### config.mk
export PLATFORM = sky130hd
export DESIGN_NAME = multi_edge_detector_flat
export DESIGN_NICKNAME = d
export VERILOG_FILES = /design/src/rtl/multi_edge_detector_pkg.sv /design/src/rtl/multi_edge_detector_if.sv /design/src/rtl/multi_edge_detector_channel.sv /design/src/rtl/multi_edge_detector.sv /design/src/flat_wrapper.sv
export SDC_FILE = /design/constraint.sdc
export NUM_CORES = 1
export LEC_CHECK = 0
export ABC_CLOCK_PERIOD_IN_PS = 2180
export CAP_MARGIN = 40
export CORE_UTILIZATION = 61
export CTS_BUF_LIST = sky130_fd_sc_hd__clkbuf_4 sky130_fd_sc_hd__clkbuf_8
export DETAILED_ROUTE_END_ITERATION = 10
export PLACE_DENSITY = 0.8
export SYNTH_ARGS = -nofsm -noshare
export SYNTH_HDL_FRONTEND = slang
export SYNTH_SLANG_ARGS = --single-unit
### constraint.sdc
create_clock -name clk -period 2.18 [get_ports clk]
set_input_delay 0.327 -clock clk [delete_from_list [all_inputs] [get_ports clk]]
set_output_delay 0.327 -clock clk [all_outputs]
set_load 0.02 [all_outputs]
### src/rtl/multi_edge_detector_pkg.sv
// edge_detector_pkg: shared definitions for the multi-channel edge detector.
//   - per-channel mode encodings (2 bits per channel on the mode bus)
//   - auto-repeat FSM state encoding
//   - max_int helper used to size the repeat counter
package edge_detector_pkg;

  localparam logic [1:0] MODE_RISE   = 2'b00;
  localparam logic [1:0] MODE_FALL   = 2'b01;
  localparam logic [1:0] MODE_BOTH   = 2'b10;
  localparam logic [1:0] MODE_REPEAT = 2'b11;

  typedef enum logic [1:0] {
    ST_IDLE   = 2'b00,
    ST_HOLD   = 2'b01,
    ST_REPEAT = 2'b10
  } state_t;

  function automatic int max_int(input int a, input int b);
    return (a > b) ? a : b;
  endfunction

endpackage

### src/rtl/multi_edge_detector_if.sv
// multi_edge_detector_if: bundles the timebase, raw inputs, mode bus and the
// detector outputs.
//   tick      : one-clock timebase strobe (master -> slave)
//   w         : raw asynchronous inputs, one bit per channel (master -> slave)
//   mode      : 2 bits per channel, channel i in [2i+1:2i] (master -> slave)
//   level     : debounced level per channel (slave -> master)
//   z         : one-clock event pulses per channel (slave -> master)
//   dbg_state : auto-repeat FSM state per channel, 2 bits each (slave -> master)
//
// Signalling: there is no valid/ready pair on this bus. tick is a strobe that
// is high for exactly one clk and must never be high on two consecutive clocks;
// w is free-running and asynchronous; mode is sampled every clock; level, z and
// dbg_state are registered and valid every clock. A z pulse is consumed by
// simply observing it on the clock it is high.
interface multi_edge_detector_if #(
  parameter int CHANNELS = 4
);
  logic                  tick;
  logic [CHANNELS-1:0]   w;
  logic [2*CHANNELS-1:0] mode;
  logic [CHANNELS-1:0]   level;
  logic [CHANNELS-1:0]   z;
  logic [2*CHANNELS-1:0] dbg_state;

  modport master (
    output tick, w, mode,
    input  level, z, dbg_state
  );

  modport slave (
    input  tick, w, mode,
    output level, z, dbg_state
  );
endinterface

### src/rtl/multi_edge_detector_channel.sv
// edge_channel: one detector channel.
//   clk, rst_n : system clock, synchronous active-low reset
//   tick       : timebase strobe advancing debounce/repeat counters
//   w          : raw asynchronous input
//   mode       : 00 rise, 01 fall, 10 both, 11 rise + auto-repeat
//   level      : debounced registered level
//   z          : registered one-clock event pulse
//   state_dbg  : current auto-repeat FSM state
// SYNC_STAGES must be >= 2; DEBOUNCE_TICKS, REPEAT_DELAY, REPEAT_PERIOD >= 1.
module edge_channel
  import edge_detector_pkg::*;
#(
  parameter int SYNC_STAGES    = 2,
  parameter int DEBOUNCE_TICKS = 16,
  parameter int REPEAT_DELAY   = 64,
  parameter int REPEAT_PERIOD  = 16
) (
  input  logic       clk,
  input  logic       rst_n,
  input  logic       tick,
  input  logic       w,
  input  logic [1:0] mode,
  output logic       level,
  output logic       z,
  output logic [1:0] state_dbg
);

  localparam int DW = $clog2(DEBOUNCE_TICKS + 1);
  localparam int RW = $clog2(max_int(REPEAT_DELAY, REPEAT_PERIOD) + 1);

  // Counters compare against terminal-1 so they clear instead of reaching
  // the terminal value: the event fires on the edge of the terminal tick.
  localparam logic [DW-1:0] DB_LAST = DW'(DEBOUNCE_TICKS - 1);
  localparam logic [RW-1:0] RD_LAST = RW'(REPEAT_DELAY - 1);
  localparam logic [RW-1:0] RP_LAST = RW'(REPEAT_PERIOD - 1);

  logic [SYNC_STAGES-1:0] sync_q;
  logic [DW-1:0]          db_cnt;
  logic [RW-1:0]          rep_cnt;
  state_t                 state;
  logic                   s;
  logic                   settle;
  logic                   rise_evt;
  logic                   fall_evt;

  assign s         = sync_q[SYNC_STAGES-1];
  // settle: this edge is the one on which level takes the new value.
  assign settle    = (s != level) && tick && (db_cnt == DB_LAST);
  assign rise_evt  = settle && s;
  assign fall_evt  = settle && !s;
  assign state_dbg = state;

  always_ff @(posedge clk) begin
    if (!rst_n) begin
      sync_q  <= '0;
      db_cnt  <= '0;
      rep_cnt <= '0;
      level   <= 1'b0;
      z       <= 1'b0;
      state   <= ST_IDLE;
    end else begin
      sync_q <= {sync_q[SYNC_STAGES-2:0], w};

      // Debounce: any return to the current level restarts the count.
      if (s == level) begin
        db_cnt <= '0;
      end else if (tick) begin
        if (db_cnt == DB_LAST) begin
          level  <= s;
          db_cnt <= '0;
        end else begin
          db_cnt <= db_cnt + 1'b1;
        end
      end

      z <= 1'b0;
      if (mode != MODE_REPEAT) begin
        // Leaving repeat mode abandons any hold in progress silently.
        state   <= ST_IDLE;
        rep_cnt <= '0;
        z       <= (rise_evt && (mode != MODE_FALL)) ||
                   (fall_evt && (mode != MODE_RISE));
      end else begin
        case (state)
          ST_IDLE: begin
            if (rise_evt) begin
              z       <= 1'b1;
              rep_cnt <= '0;
              state   <= ST_HOLD;
            end
          end
          ST_HOLD: begin
            if (fall_evt) begin
              rep_cnt <= '0;
              state   <= ST_IDLE;
            end else if (tick) begin
              if (rep_cnt == RD_LAST) begin
                z       <= 1'b1;
                rep_cnt <= '0;
                state   <= ST_REPEAT;
              end else begin
                rep_cnt <= rep_cnt + 1'b1;
              end
            end
          end
          ST_REPEAT: begin
            if (fall_evt) begin
              rep_cnt <= '0;
              state   <= ST_IDLE;
            end else if (tick) begin
              if (rep_cnt == RP_LAST) begin
                z       <= 1'b1;
                rep_cnt <= '0;
              end else begin
                rep_cnt <= rep_cnt + 1'b1;
              end
            end
          end
          default: begin
            rep_cnt <= '0;
            state   <= ST_IDLE;
          end
        endcase
      end
    end
  end

endmodule

### src/rtl/multi_edge_detector.sv
// multi_edge_detector: CHANNELS independent synchronise/debounce/edge-detect
// channels sharing one timebase tick.
//   clk, rst_n : system clock, synchronous active-low reset
//   bus        : multi_edge_detector_if slave (tick, w, mode in;
//                level, z, dbg_state out)
module multi_edge_detector
  import edge_detector_pkg::*;
#(
  parameter int CHANNELS       = 4,
  parameter int SYNC_STAGES    = 2,
  parameter int DEBOUNCE_TICKS = 16,
  parameter int REPEAT_DELAY   = 64,
  parameter int REPEAT_PERIOD  = 16
) (
  input logic                  clk,
  input logic                  rst_n,
  multi_edge_detector_if.slave bus
);

  logic [CHANNELS-1:0]   level_v;
  logic [CHANNELS-1:0]   z_v;
  logic [2*CHANNELS-1:0] state_v;

  for (genvar i = 0; i < CHANNELS; i++) begin : g_ch
    edge_channel #(
      .SYNC_STAGES   (SYNC_STAGES),
      .DEBOUNCE_TICKS(DEBOUNCE_TICKS),
      .REPEAT_DELAY  (REPEAT_DELAY),
      .REPEAT_PERIOD (REPEAT_PERIOD)
    ) u_ch (
      .clk      (clk),
      .rst_n    (rst_n),
      .tick     (bus.tick),
      .w        (bus.w[i]),
      .mode     (bus.mode[2*i +: 2]),
      .level    (level_v[i]),
      .z        (z_v[i]),
      .state_dbg(state_v[2*i +: 2])
    );
  end

  assign bus.level     = level_v;
  assign bus.z         = z_v;
  assign bus.dbg_state = state_v;

endmodule
### src/flat_wrapper.sv
// flat-port wrapper written by rule: the top's interface ports become plain ports
module multi_edge_detector_flat import edge_detector_pkg::*;
#(
  parameter int CHANNELS       = 4,
  parameter int SYNC_STAGES    = 2,
  parameter int DEBOUNCE_TICKS = 16,
  parameter int REPEAT_DELAY   = 64,
  parameter int REPEAT_PERIOD  = 16
)
  (clk, rst_n, bus_tick, bus_w, bus_mode, bus_level, bus_z, bus_dbg_state);
  multi_edge_detector_if #(.CHANNELS(CHANNELS)) bus_i ();
  input logic clk;
  input logic rst_n;
  input wire logic [$bits(bus_i.tick)-1:0] bus_tick;
  input wire logic [$bits(bus_i.w)-1:0] bus_w;
  input wire logic [$bits(bus_i.mode)-1:0] bus_mode;
  output wire logic [$bits(bus_i.level)-1:0] bus_level;
  output wire logic [$bits(bus_i.z)-1:0] bus_z;
  output wire logic [$bits(bus_i.dbg_state)-1:0] bus_dbg_state;
  assign bus_i.tick = bus_tick;
  assign bus_i.w = bus_w;
  assign bus_i.mode = bus_mode;
  assign bus_level = bus_i.level;
  assign bus_z = bus_i.z;
  assign bus_dbg_state = bus_i.dbg_state;
  multi_edge_detector #(.CHANNELS(CHANNELS), .SYNC_STAGES(SYNC_STAGES), .DEBOUNCE_TICKS(DEBOUNCE_TICKS), .REPEAT_DELAY(REPEAT_DELAY), .REPEAT_PERIOD(REPEAT_PERIOD)) u_core (.clk(clk), .rst_n(rst_n), .bus(bus_i));
endmodule
==> results of run 1 <==
## cells in the final DEF (no fill, tap or decap), types with 6 or more instances in the layout
master / n
dfxtp_1: 72
nand2_1: 62
nand3_1: 42
nor2_1: 34
clkdlybuf4s50_1: 30
buf_4: 29
ha_1: 24
a21oi_1: 22
o21ai_0: 19
nor3_1: 18
inv_1: 17
and3_1: 13
xor2_1: 12
mux2i_1: 11
a31oi_1: 10
clkbuf_8: 10
and2_1: 8
nand3b_1: 7
xnor2_1: 7
o31ai_1: 7
or3_1: 6
## state kept, by name, indices dropped and copies added (netlist names)
register	flops
u_core.g_ch.u_ch.z	4
u_core.g_ch.u_ch.level	4
u_core.g_ch.u_ch.state_dbg	8
u_core.g_ch.u_ch.db_cnt	20
u_core.g_ch.u_ch.sync_q	8
u_core.g_ch.u_ch.rep_cnt	28
## area by class of cell
type                            count  area, um^2  share of cell area (%)
Clock buffer                       11       145.1                   2.948
Clock inverter                      5       80.08                   1.626
Multi-Input combinational cell    394        2575                   52.30
Timing Repair Buffer               59       518.0                   10.52
Inverter                           18       67.56                   1.372
Sequential cell                    72        1441                   29.28
Tap cell                           77       96.34                   1.957
## worst max-delay path: stages (launching register included)
cell and delay, ns:
dfxtp_1 0.41, inv_1 0.09, ha_1 0.28, or3_1 0.33, a21boi_1 0.28, or2_1 0.23
buf_4 0.14, or3_1 0.09, a21oi_1 0.05
## worst max-delay path by stage
stage	depth (start not counted)	start	slack, ns	to
6_report	8	u_core.g_ch[1].u_ch.state_dbg[1]$_SDFFE_PP0P_	0.16	u_core.g_ch[1].u_ch.rep_cnt[1]$_SDFFE_PP0P_
5_1_grt	8	u_core.g_ch[1].u_ch.state_dbg[1]$_SDFFE_PP0P_	0.02	u_core.g_ch[1].u_ch.rep_cnt[0]$_SDFFE_PP0P_
4_1_cts	8	u_core.g_ch[1].u_ch.state_dbg[1]$_SDFFE_PP0P_	0.18	u_core.g_ch[1].u_ch.rep_cnt[0]$_SDFFE_PP0P_
3_5_place_dp	8	bus_tick	-0.1	u_core.g_ch[0].u_ch.rep_cnt[0]$_SDFFE_PP0P_
3_3_place_gp	7	bus_tick	-0.002	u_core.g_ch[2].u_ch.rep_cnt[6]$_SDFFE_PP0P_
2_1_floorplan	6	u_core.g_ch[1].u_ch.state_dbg[0]$_SDFFE_PP0P_	0.28	u_core.g_ch[1].u_ch.rep_cnt[5]$_SDFFE_PP0P_
## logic make-up (layout without fill, tap and decap cells)
kind of cell / after synthesis / after routing / share of synthesized area, %
muxes: 11 / 11 / 2.617
and+or+nand+nor: 235 / 235 / 29.68
AOI/OAI and AO/OA: 105 / 105 / 17.81
DFF: 72 / 72 / 34.26
buffers and inverters: 39 / 93 / 4.549
xor gates and xnor gates: 19 / 19 / 3.955
adders and majority gates: 24 / 24 / 7.137
## power by group
group / internal (W) / switching [W]
Combinational: 0.0000547 / 0.0000575
Sequential: 0.00132 / 0.00000696
Clock: 0.000686 / 0.000508
## cells in the mapped netlist, drive strengths merged, types with 2 or more instances
cell type  instances  area (um^2)
nor3b              4        30.03
buf               15        101.3
nand2b             4        25.02
nand4b             5        43.79
clkbuf             6        22.52
nor3              18        90.09
nand3             42        210.2
o41ai              4        61.32
mux2i             11        110.1
o22ai              4        25.02
dfxtp             72         1441
o221ai             2        23.77
or3                6        37.54
a21oi             22        110.1
and3              13        81.33
o31ai              9        86.33
a21boi             6        45.04
and2               9        56.31
or3b               2        17.52
o21ai             24        127.6
or4                5        37.54
nor4b              3        26.28
a22o               3        26.28
a21bo              2        20.02
and4b              2        20.02
or2                6        37.54
a31oi             10        62.56
a211oi             3        22.52
inv               18        67.56
xnor2              7        61.31
ha                24        300.3
o211ai             5        37.54
xor2              12        105.1
nor2              34        127.6
nand2             62        232.7
nand4              8        68.82
nand3b             8        72.57
## per-stage QoR
stage | TNS (ns) | setup WS [ns] | cells
final | 0 | 0.1614 | 636
after global routing | 0 | 0.01585 | 636
after CTS | 0 | 0.1829 | 636
after detailed placement | -0.7609 | -0.09584 | 620
after global placement | -0.001878 | -0.001878 | 620
after floorplan | 0 | 0.2768 | 505
## metal layers
layer | up-vias | track usage (%) | share of wire, %
li1 | 1934 | - | -
met1 | 1810 | 34.77 | 46
met2 | 113 | 46.11 | 47
met3 | 20 | 6.907 | 5.6
met4 | 0 | 10.02 | 1.4
met5 | - | 0 | 0
==> metrics.yaml, run 1 <==
path_max_fanout: 7
dieArea_um2: 7234
finish.utilization_pct: 75.80
routedWlPerCell_um: 14.53
io_pins: 31
rsz0062_at_grt: "false"
synthArstFlopShare_pct: 0
nets: 593
hold_path_startpoint: "u_core.g_ch[2].u_ch.sync_q[0]$_SDFF_PN0_"
routed_wl_mm: 9.242
port_buffers: 30
syn_avg_cell_area_um2: 8.332
dr_total_vias: 3877
start_kind: "flop"
yosys_register_bits: 72
via_per_inst: 6.096
ant_nets: 0
critPathArrivalTime_ns: 2.24
crit_path_end_kind: "flop"
r2r-start: "u_core.g_ch[1].u_ch.state_dbg[1]$_SDFFE_PP0P_"
p_leak_nw: 1.790
peakVddDrop_mv: 0.4087
grt_max_degree: 15
place_area_um2: 4698
synth_edf_count: 0
rrSetupSlack_ns: 0.16
drt-pass1-iter-count: 5
slew-limit-headroom_pct: 57.12
r2r_end: "u_core.g_ch[1].u_ch.rep_cnt[1]$_SDFFE_PP0P_"
synth_cells: 505
fmax_ghz: 0.4954
postCtsHoldBufs: 0
critPathKind: "flop to flop"
die_h_um: 85.06
clock_path_buffers: 2
period_minus_slack_ns: 2.019
cts_sinks: 72
r2r_cells: 8
drt_iter0_drc: 126
ys.flop_type: "dfxtp_1"
hold_viol_final: 0
clkLatencyLatePin_ns: 0.35
finalSetupViolCount: 0
syn2layout_area_growth_pct: 17.01
holdPathStages: 1
power.density_nw_per_um2: 535.3
finClkSkew_ns: 0.009937
cts_tree: "done"
yosysSeqAreaShare_pct: 34.26
gp_congestion: 0.9083
htree_levels: 3
grt_overflow: 0
required_ns: 2.41
rows: 29
tightest_slew_ns: 0.6432
dp_hpwl_mm: 6.863
maxCapViolCount: 0
synth_area_um2: 4208
outcome: "finished, final reports clean"
cts_resized: 0
antenna_cells: 0
hp-class: "flop to flop"
grt_pass1_vias: 3712
core_area_um2: 6495
drc: 0
slew_viol_final: 0
cts.clk_slew.worst_paths_ns: 0.08
drive_gt1_share_pct: 11.99
antenna_found_initial: 0
syn-num-nets: 544
n_fill_cell: 478
synth_cell_types: 69
holdWs_ns: 0.4369
cts_buffers: 9
fp.dieW_um: 85.06
cts_setup_buffers: 0
fin_area_um2: 4923
cts_root_buf: "clkbuf_8"
holdPathEnd: "u_core.g_ch[2].u_ch.sync_q[1]$_SDFF_PN0_"
start_util_pct: 64.79
period_share_pct: 92.60
grt_pass1_wl_mm: 16.28
power_w: 0.002635
track_usage_pct: 27.69
ys.warnings.count: 0
No activity file was read; power rests on OpenSTA's default activity.
==> run 2: changes to the inputs <==
Settings changed: ABC_AREA set to 1.
==> run 2 against run 1 <==
Clock power down 13%; largest cell class unchanged; count of clock-buffer cells in the layout up 1; via count down 3.1%; fmax up 10%.
==> metrics.yaml, run 2 <==
synth_area_um2: 4059  # was 4208 um^2
syn_avg_cell_area_um2: 6.709  # was 8.332 um^2
p_leak_nw: 1.874  # was 1.790 nW
final_cell_mix: "nand2_1, nor2_1, inv_1, dfxtp_1, nand3_1"  # was dfxtp_1, nand2_1, nand3_1
syn-num-nets: 644  # was 544
synth_most_common_cell: "nand2_1"  # was dfxtp_1
rows: 29  # unchanged
grt_pass1_vias: 3587  # was 3712
cts.clk_slew.worst_paths_ns: 0.07  # was 0.08 ns
path_buf_inv: 2  # unchanged
antenna_cells: 0  # unchanged
routedWlPerCell_um: 11.37  # was 14.53 um
drt_iter0_drc: 110  # was 126
place_inst: 704  # was 620
postCtsHoldBufs: 0  # unchanged
cp_cell_sequence: "clkdlybuf4s50_1 > buf_4 > nand2_2 > nor2_4 > nand3_2 > nand2_1 > nand2_2 > nor2_4 > nand2_1 > nand2_1 > nor2_1"  # was inv_1 > ha_1 > or3_1 > a21boi_1 > or2_1 > buf_4 > or3_1 > a21oi_1
synth_cell_types: 31  # was 69
yosys-mux-area-fraction_pct: 0  # was 2.617%
grt_pass1_wl_mm: 14.41  # was 16.28 mm
cts_root_buf: "clkbuf_8"  # unchanged
critPathArrivalTime_ns: 2.06  # was 2.24 ns
track_usage_pct: 24.73  # was 27.69%
drive_gt1_share_pct: 6.843  # was 11.99%
netlist.area_leader.share_pct: 35.51  # was 34.26%
fp.dieW_um: 83.57  # was 85.06 um
finClkSkew_ns: 0.006102  # was 0.009937 ns
finish.utilization_pct: 72.26  # was 75.80%
synth_area_leader_cell: "dfxtp_1"  # unchanged
hp-class: "flop to flop"  # unchanged
synth_cells: 605  # was 505
maxCapViolCount: 0  # unchanged
ys.flop_type: "dfxtp_1"  # unchanged
tightest_slew_ns: 0.4805  # was 0.6432 ns
largest_reg_flops: 28  # unchanged
n_fill_cell: 539  # was 478
final_common_cell: "nand2_1"  # was dfxtp_1
power.density_nw_per_um2: 536.6  # was 535.3 nW/um^2
synth_xor_area_share_pct: 2.374  # was 3.955%
yosys_register_bits: 72  # unchanged
slew-limit-headroom_pct: 67.85  # was 57.12%
place_area_um2: 4423  # was 4698 um^2
synth.area.top_cells: "dfxtp_1, nand2_1, nor2_1"  # was dfxtp_1, ha_1, nand2_1
port_buffers: 30  # unchanged
synthAdderAreaFrac_pct: 7.398  # was 7.136%
yosysSeqAreaShare_pct: 35.51  # was 34.26%
clock_path_buffers: 2  # unchanged
cp_top_family: "simple AND/OR/NAND/NOR gates"  # unchanged
grt_overflow: 0  # unchanged
cts_tree: "done"  # unchanged
cts_sinks: 72  # unchanged
finalSetupViolCount: 0  # unchanged
largest_register: "u_core.g_ch.u_ch.rep_cnt"  # unchanged
yosys-top-cells-count: "nand2_1, nor2_1, dfxtp_1, inv_1, nand3_1"  # was dfxtp_1, nand2_1, nand3_1, nor2_1, ha_1
routed_wl_mm: 8.187  # was 9.242 mm
synthSimpleGateAreaFrac_pct: 38.10  # was 29.68%
syn2layout_area_growth_pct: 13.69  # was 17.01%
cts_buffers: 9  # unchanged
crit_slowest_cell: "clkdlybuf4s50_1"  # was dfxtp_1
fin_cells: 720  # was 636
required_ns: 2.40  # was 2.41 ns
peakVddDrop_mv: 0.3335  # was 0.4087 mV
path_max_fanout: 9  # was 7
via_per_inst: 5.218  # was 6.096
nets: 677  # was 593
seq_area_um2: 1441  # unchanged
crit_path_end_kind: "flop"  # unchanged
slew_viol_final: 0  # unchanged
start_util_pct: 63.56  # was 64.79%
dieArea_um2: 6984  # was 7234 um^2
cts_resized: 0  # unchanged
synth_edf_count: 0  # unchanged
ys.warnings.count: 0  # unchanged
rsz0062_at_grt: "false"  # unchanged
drc: 0  # unchanged
clkLatencyLatePin_ns: 0.33  # was 0.35 ns
htree_levels: 3  # unchanged
gp_congestion: 0.9292  # was 0.9083
synth_top_family_by_area: "simple AND/OR/NAND/NOR gates"  # unchanged
grt_max_degree: 24  # was 15
drt-pass1-iter-count: 5  # unchanged
period_share_pct: 84.08  # was 92.60%
hold_viol_final: 0  # unchanged
antenna_found_initial: 0  # unchanged
period_minus_slack_ns: 1.833  # was 2.019 ns
critPathKind: "input port to flop"  # was flop to flop
fmax_ghz: 0.5456  # was 0.4954 GHz
ant_nets: 0  # unchanged
dr_total_vias: 3757  # was 3877
cts_setup_buffers: 0  # unchanged
core_area_um2: 6386  # was 6495 um^2
io_pins: 31  # unchanged
path_common_cell: "nand2_1"  # was or3_1
multi_input_area_um2: 2250  # was 2575 um^2
cpPeakStageDelay_ns: 0.51  # was 0.41 ns
fin_area_um2: 4614  # was 4923 um^2
synthArstFlopShare_pct: 0  # unchanged
reg.largest.list: "u_core.g_ch.u_ch.rep_cnt (28), u_core.g_ch.u_ch.db_cnt (20)"  # unchanged
die_h_um: 83.57  # was 85.06 um
holdWs_ns: 0.4142  # was 0.4369 ns
start_kind: "input port"  # was flop
power_w: 0.002476  # was 0.002635 W
synth_compound_area_share_pct: 7.552  # was 17.81%
outcome: "finished, final reports clean"  # unchanged
dp_hpwl_mm: 6.199  # was 6.863 mm
[run 2: changes by cell type after synthesis, sizes merged, moves of 10 or more]
cell and change:
nand2 +89, nor2 +76, inv +56, nand3 +17, and3 -13, mux2i -11, a31oi -10
[run 2: cell families (layout without fill, tap and decap cells)]
group	count (synthesis)	count (layout)
XOR/XNOR	11	11
flip-flops	72	72
AO/OA/AOI/OAI	57	57
adder cells (fa/ha/maj)	24	24
AND/OR/NAND/NOR	353	353
buffers and inverters	88	126
[run 2: final cells by class]
cell class,instances,area share (%)
multi-input combinational,445,48.75
sequential,72,31.24
timing repair buffer,36,7.755
inverter,74,6.020
clock inverter,4,0.9761
clock buffer,12,3.172
tap,77,2.088
[run 2: path summary, 6_finish.rpt]
kind	from	to	slack, ns	cells past startpoint
worst min-delay path	u_core.g_ch[2].u_ch.sync_q[0]$_SDFF_PN0_	u_core.g_ch[2].u_ch.sync_q[1]$_SDFF_PN0_	0.41	2
worst max register to register	u_core.g_ch[1].u_ch.db_cnt[0]$_SDFFE_PP0P_	u_core.g_ch[1].u_ch.rep_cnt[6]$_SDFFE_PP0P_	0.38	10
worst max-delay path	bus_tick	u_core.g_ch[0].u_ch.rep_cnt[6]$_SDFFE_PP0P_	0.35	11
worst min register to register	u_core.g_ch[2].u_ch.sync_q[0]$_SDFF_PN0_	u_core.g_ch[2].u_ch.sync_q[1]$_SDFF_PN0_	0.41	2
[run 2: metrics by stage]
| step | setup TNS, ns | setup WS (ns) |
|---|---|---|
| 6_report | 0 | 0.3470 |
| 5_1_grt | 0 | 0.1798 |
| 4_1_cts | 0 | 0.3490 |
| 3_3_place_gp | 0 | 0.06141 |
| 3_5_place_dp | -0.02786 | -0.01011 |
| 2_1_floorplan | 0 | 0.6407 |
[run 2: where the power goes]
group          leakage (nW)  switching, W  internal [W]  total [W]
sequential            0.582    0.00000603       0.00132    0.00133
combinational          1.19     0.0000605     0.0000506   0.000111
clock                 0.104      0.000474      0.000562    0.00104
total                  1.87      0.000540       0.00194    0.00248
[run 2: worst min-delay path: cells and delay by family (launching register included)]
kind	cells	cell delay [ns]
simple gates	1	0.05
flops	1	0.30
buf+inv	1	0.03
[run 2: metal layers]
| metal | up-vias | global-route usage, % | share of wire, % |
|---|---|---|---|
| li1 | 1984 | - | - |
| met1 | 1687 | 28.13 | 46 |
| met2 | 71 | 45.45 | 49 |
| met3 | 15 | 3.956 | 3.5 |
| met4 | 0 | 10.48 | 1.3 |
| met5 | - | 0 | 0 |
==> run 3: changes to the inputs <==
Settings changed: ABC_CLOCK_PERIOD_IN_PS 2180 to 1600, CORE_UTILIZATION 61 to 55, PLACE_DENSITY 0.8 to 0.76.
Clock period 2.18 ns to 1.6 ns, I/O delays scaled along.
==> run 3 against run 2 <==
Sequential share of layout area is 4.5 points lower; die area is 11% higher; via count is 11% higher; worst hold slack better by 0.0078 ns; utilization is 6.9 points higher; largest power group unchanged; global-route usage is 0.47 points higher; critical path depth is 2 lower; the flow now finishes with violations (negative setup slack); non-clock buffer count is 62 higher; count of clock-buffer cells in the layout is 1 higher; final cell count is 11% higher.
==> metrics.yaml, run 3 (synthesis gave the netlist of run 2 again) <==
drt_iter0_drc: 186  # was 110
reg.largest.list: "u_core.g_ch.u_ch.rep_cnt (28), u_core.g_ch.u_ch.db_cnt (20)"  # unchanged
drc: 0  # unchanged
antenna_cells: 0  # unchanged
cts_root_buf: "clkbuf_8"  # unchanged
sw_frac_of_total_pct: 21.48  # was 21.82%
finalSetupViolCount: 4  # was 0
peakVddDrop_mv: 0.5588  # was 0.3335 mV
cts_sinks: 72  # unchanged
start_util_pct: 58.45  # was 63.56%
place_area_um2: 4845  # was 4423 um^2
nets: 740  # was 677
tightest_slew_ns: 0.3376  # was 0.4805 ns
period_share_pct: 101.1
cts_buffers: 9  # unchanged
rows: 30  # was 29
final_common_cell: "nand2_1"  # unchanged
crit_path_end_kind: "flop"  # unchanged
violations: "negative setup slack"
postCtsHoldBufs: 0  # unchanged
crit_slowest_cell: "dfxtp_2"  # was clkdlybuf4s50_1
setup_slack_ns: -0.01824  # was 0.3470 ns
path_buf_inv: 0  # was 2
power_frac_clock_pct: 45.5  # was 41.8%
fin_area_um2: 5494  # was 4614 um^2
power_frac_comb_pct: 4.8  # was 4.5%
die_h_um: 87.91  # was 83.57 um
rsz0062_at_grt: "true"  # was false
outcome: "finished with violations"  # was finished, final reports clean
critPathKind: "flop to flop"  # was input port to flop
start_kind: "flop"  # was input port
fp.dieW_um: 87.91  # was 83.57 um
path_max_fanout: 7  # was 9
routedWlPerCell_um: 12.58  # was 11.37 um
required_ns: 1.88  # was 2.40 ns
hold_viol_final: 0  # unchanged
grt_pass1_vias: 3839  # was 3587
largest_register: "u_core.g_ch.u_ch.rep_cnt"  # unchanged
grt_max_degree: 18  # was 24
clock_path_buffers: 2  # unchanged
largest_reg_flops: 28  # unchanged
critPathArrivalTime_ns: 1.90  # was 2.06 ns
grt_pass1_wl_mm: 15.50  # was 14.41 mm
period_minus_slack_ns: 1.618
finish.utilization_pct: 79.12  # was 72.26%
cp_cell_sequence: "ha_4 > nand2_4 > nor2_4 > nand3_2 > nand2_2 > nand3_4 > nor2_4 > nand3_2 > a21oi_2"  # was clkdlybuf4s50_1 > buf_4 > nand2_2 > nor2_4 > nand3_2 > nand2_1 > nand2_2 > nor2_4 > nand2_1 > nand2_1 > nor2_1
clkLatencyLatePin_ns: 0.35  # was 0.33 ns
routed_wl_mm: 10.09  # was 8.187 mm
ant_nets: 0  # unchanged
cts.clk_slew.worst_paths_ns: 0.08  # was 0.07 ns
drive_gt1_share_pct: 25.92  # was 6.843%
cellInternalPower_w: 0.002855  # was 0.001936 W
slew-limit-headroom_pct: 77.41  # was 67.85%
port_buffers: 30  # unchanged
cpPeakStageDelay_ns: 0.37  # was 0.51 ns
fmax_ghz: 0.6180
syn2layout_area_growth_pct: 35.36  # was 13.69%
final_cell_mix: "nand2_1, nor2_1, inv_1"  # was nand2_1, nor2_1, inv_1, dfxtp_1, nand3_1
htree_levels: 3  # unchanged
power.density_nw_per_um2: 661.8  # was 536.6 nW/um^2
gp_congestion: 0.8705  # was 0.9292
io_pins: 31  # unchanged
cp_top_family: "simple AND/OR/NAND/NOR gates"  # unchanged
rrSetupSlack_ns: -0.02  # was 0.38 ns
core_area_um2: 6944  # was 6386 um^2
hp-class: "input port to flop"  # was flop to flop
p_leak_nw: 2.350  # was 1.874 nW
cts_tree: "done"  # unchanged
via_per_inst: 5.190  # was 5.218
maxCapViolCount: 0  # unchanged
dr_total_vias: 4162  # was 3757
drt-pass1-iter-count: 5  # unchanged
n_fill_cell: 477  # was 539
slew_viol_final: 0  # unchanged
antenna_found_initial: 0  # unchanged
dp_hpwl_mm: 6.608  # was 6.199 mm
power_frac_seq_pct: 49.7  # was 53.7%
dieArea_um2: 7727  # was 6984 um^2
track_usage_pct: 25.20  # was 24.73%
grt_overflow: 0  # unchanged
power_w: 0.003636  # was 0.002476 W
finClkSkew_ns: 0.009112  # was 0.006102 ns
p_sw_w: 0.0007808  # was 0.0005403 W
[run 3: cell types whose count changed in the layout (fill, tap and decap cells not counted), sizes merged]
cell / before / now
dlymetal6s2s: 0 / 2
clkbuf: 12 / 13
clkinv: 3 / 1
buf: 6 / 68
clkinvlp: 0 / 1
bufinv: 1 / 2
clkdlybuf4s50: 30 / 16
dlygate4sd2: 0 / 12
[run 3: repair_timing]
action                     4_1_cts  5_1_grt
gates resized for setup         23       95
buffers inserted                 2        7
cloned                           1        0
pin swaps                        4       31
setup endpoints to repair       27       41
[run 3: per-layer routing]
metal / GRT usage, % / part of all wire, % / up-vias
met1: 28.16 / 42 / 1914
met2: 46.30 / 52 / 99
met3: 5.184 / 3.6 / 32
met4: 10.43 / 2.5 / 0
li1: - / - / 2117
met5: 0 / 0 / -
[run 3: path summary, 6_finish.rpt]
path / start / end / depth (start not counted)
worst max-delay path: u_core.g_ch[3].u_ch.db_cnt[0]$_SDFFE_PP0P_ / u_core.g_ch[3].u_ch.rep_cnt[1]$_SDFFE_PP0P_ / 9
worst min-delay path: bus_w[0] / u_core.g_ch[0].u_ch.sync_q[0]$_SDFF_PN0_ / 3
worst min register to register: u_core.g_ch[1].u_ch.sync_q[0]$_SDFF_PN0_ / u_core.g_ch[1].u_ch.sync_q[1]$_SDFF_PN0_ / 2
worst max register to register: u_core.g_ch[3].u_ch.db_cnt[0]$_SDFFE_PP0P_ / u_core.g_ch[3].u_ch.rep_cnt[1]$_SDFFE_PP0P_ / 9
[run 3: through the flow]
stage | hold WS, ns | TNS, ns | cells | setup slack (ns)
after floorplan | 0.3376 | 0 | 605 | 0.06068
after detailed placement | 0.4044 | -15.01 | 776 | -0.4419
after global routing | 0.4282 | -1.262 | 802 | -0.1067
final | 0.4220 | -0.05414 | 802 | -0.01824
after CTS | 0.3992 | -0.009828 | 795 | -0.009828
after global placement | 0.3943 | -13.17 | 776 | -0.3650
[run 3: tightest hold or removal path, delay by kind of cell]
| family | cells | cell delay [ns] |
|---|---|---|
| AND/OR/NAND/NOR | 1 | 0.06 |
| buffers and inverters | 2 | 0.42 |
[run 3: power by group through the flow]
stage	registers, W	logic (W)	clock network [W]
after floorplan	0.00185	0.0000823	0
after detailed placement	0.00185	0.000167	0
after global routing	0.00181	0.000193	0.00174
final	0.00181	0.000176	0.00165
after CTS	0.00181	0.000169	0.00168
after global placement	0.00185	0.000164	0
[run 3: layout make-up]
cell class	count	area, um^2	share of cell area (%)
Inverter	74	277.8	5.056
Clock inverter	3	65.06	1.184
Clock buffer	13	160.2	2.915
Tap cell	96	120.1	2.186
Sequential cell	72	1466	26.69
Multi-Input combinational cell	445	2562	46.64
Timing Repair Buffer	98	837.1	15.24
Timing Repair inverter	1	5.005	0.09110
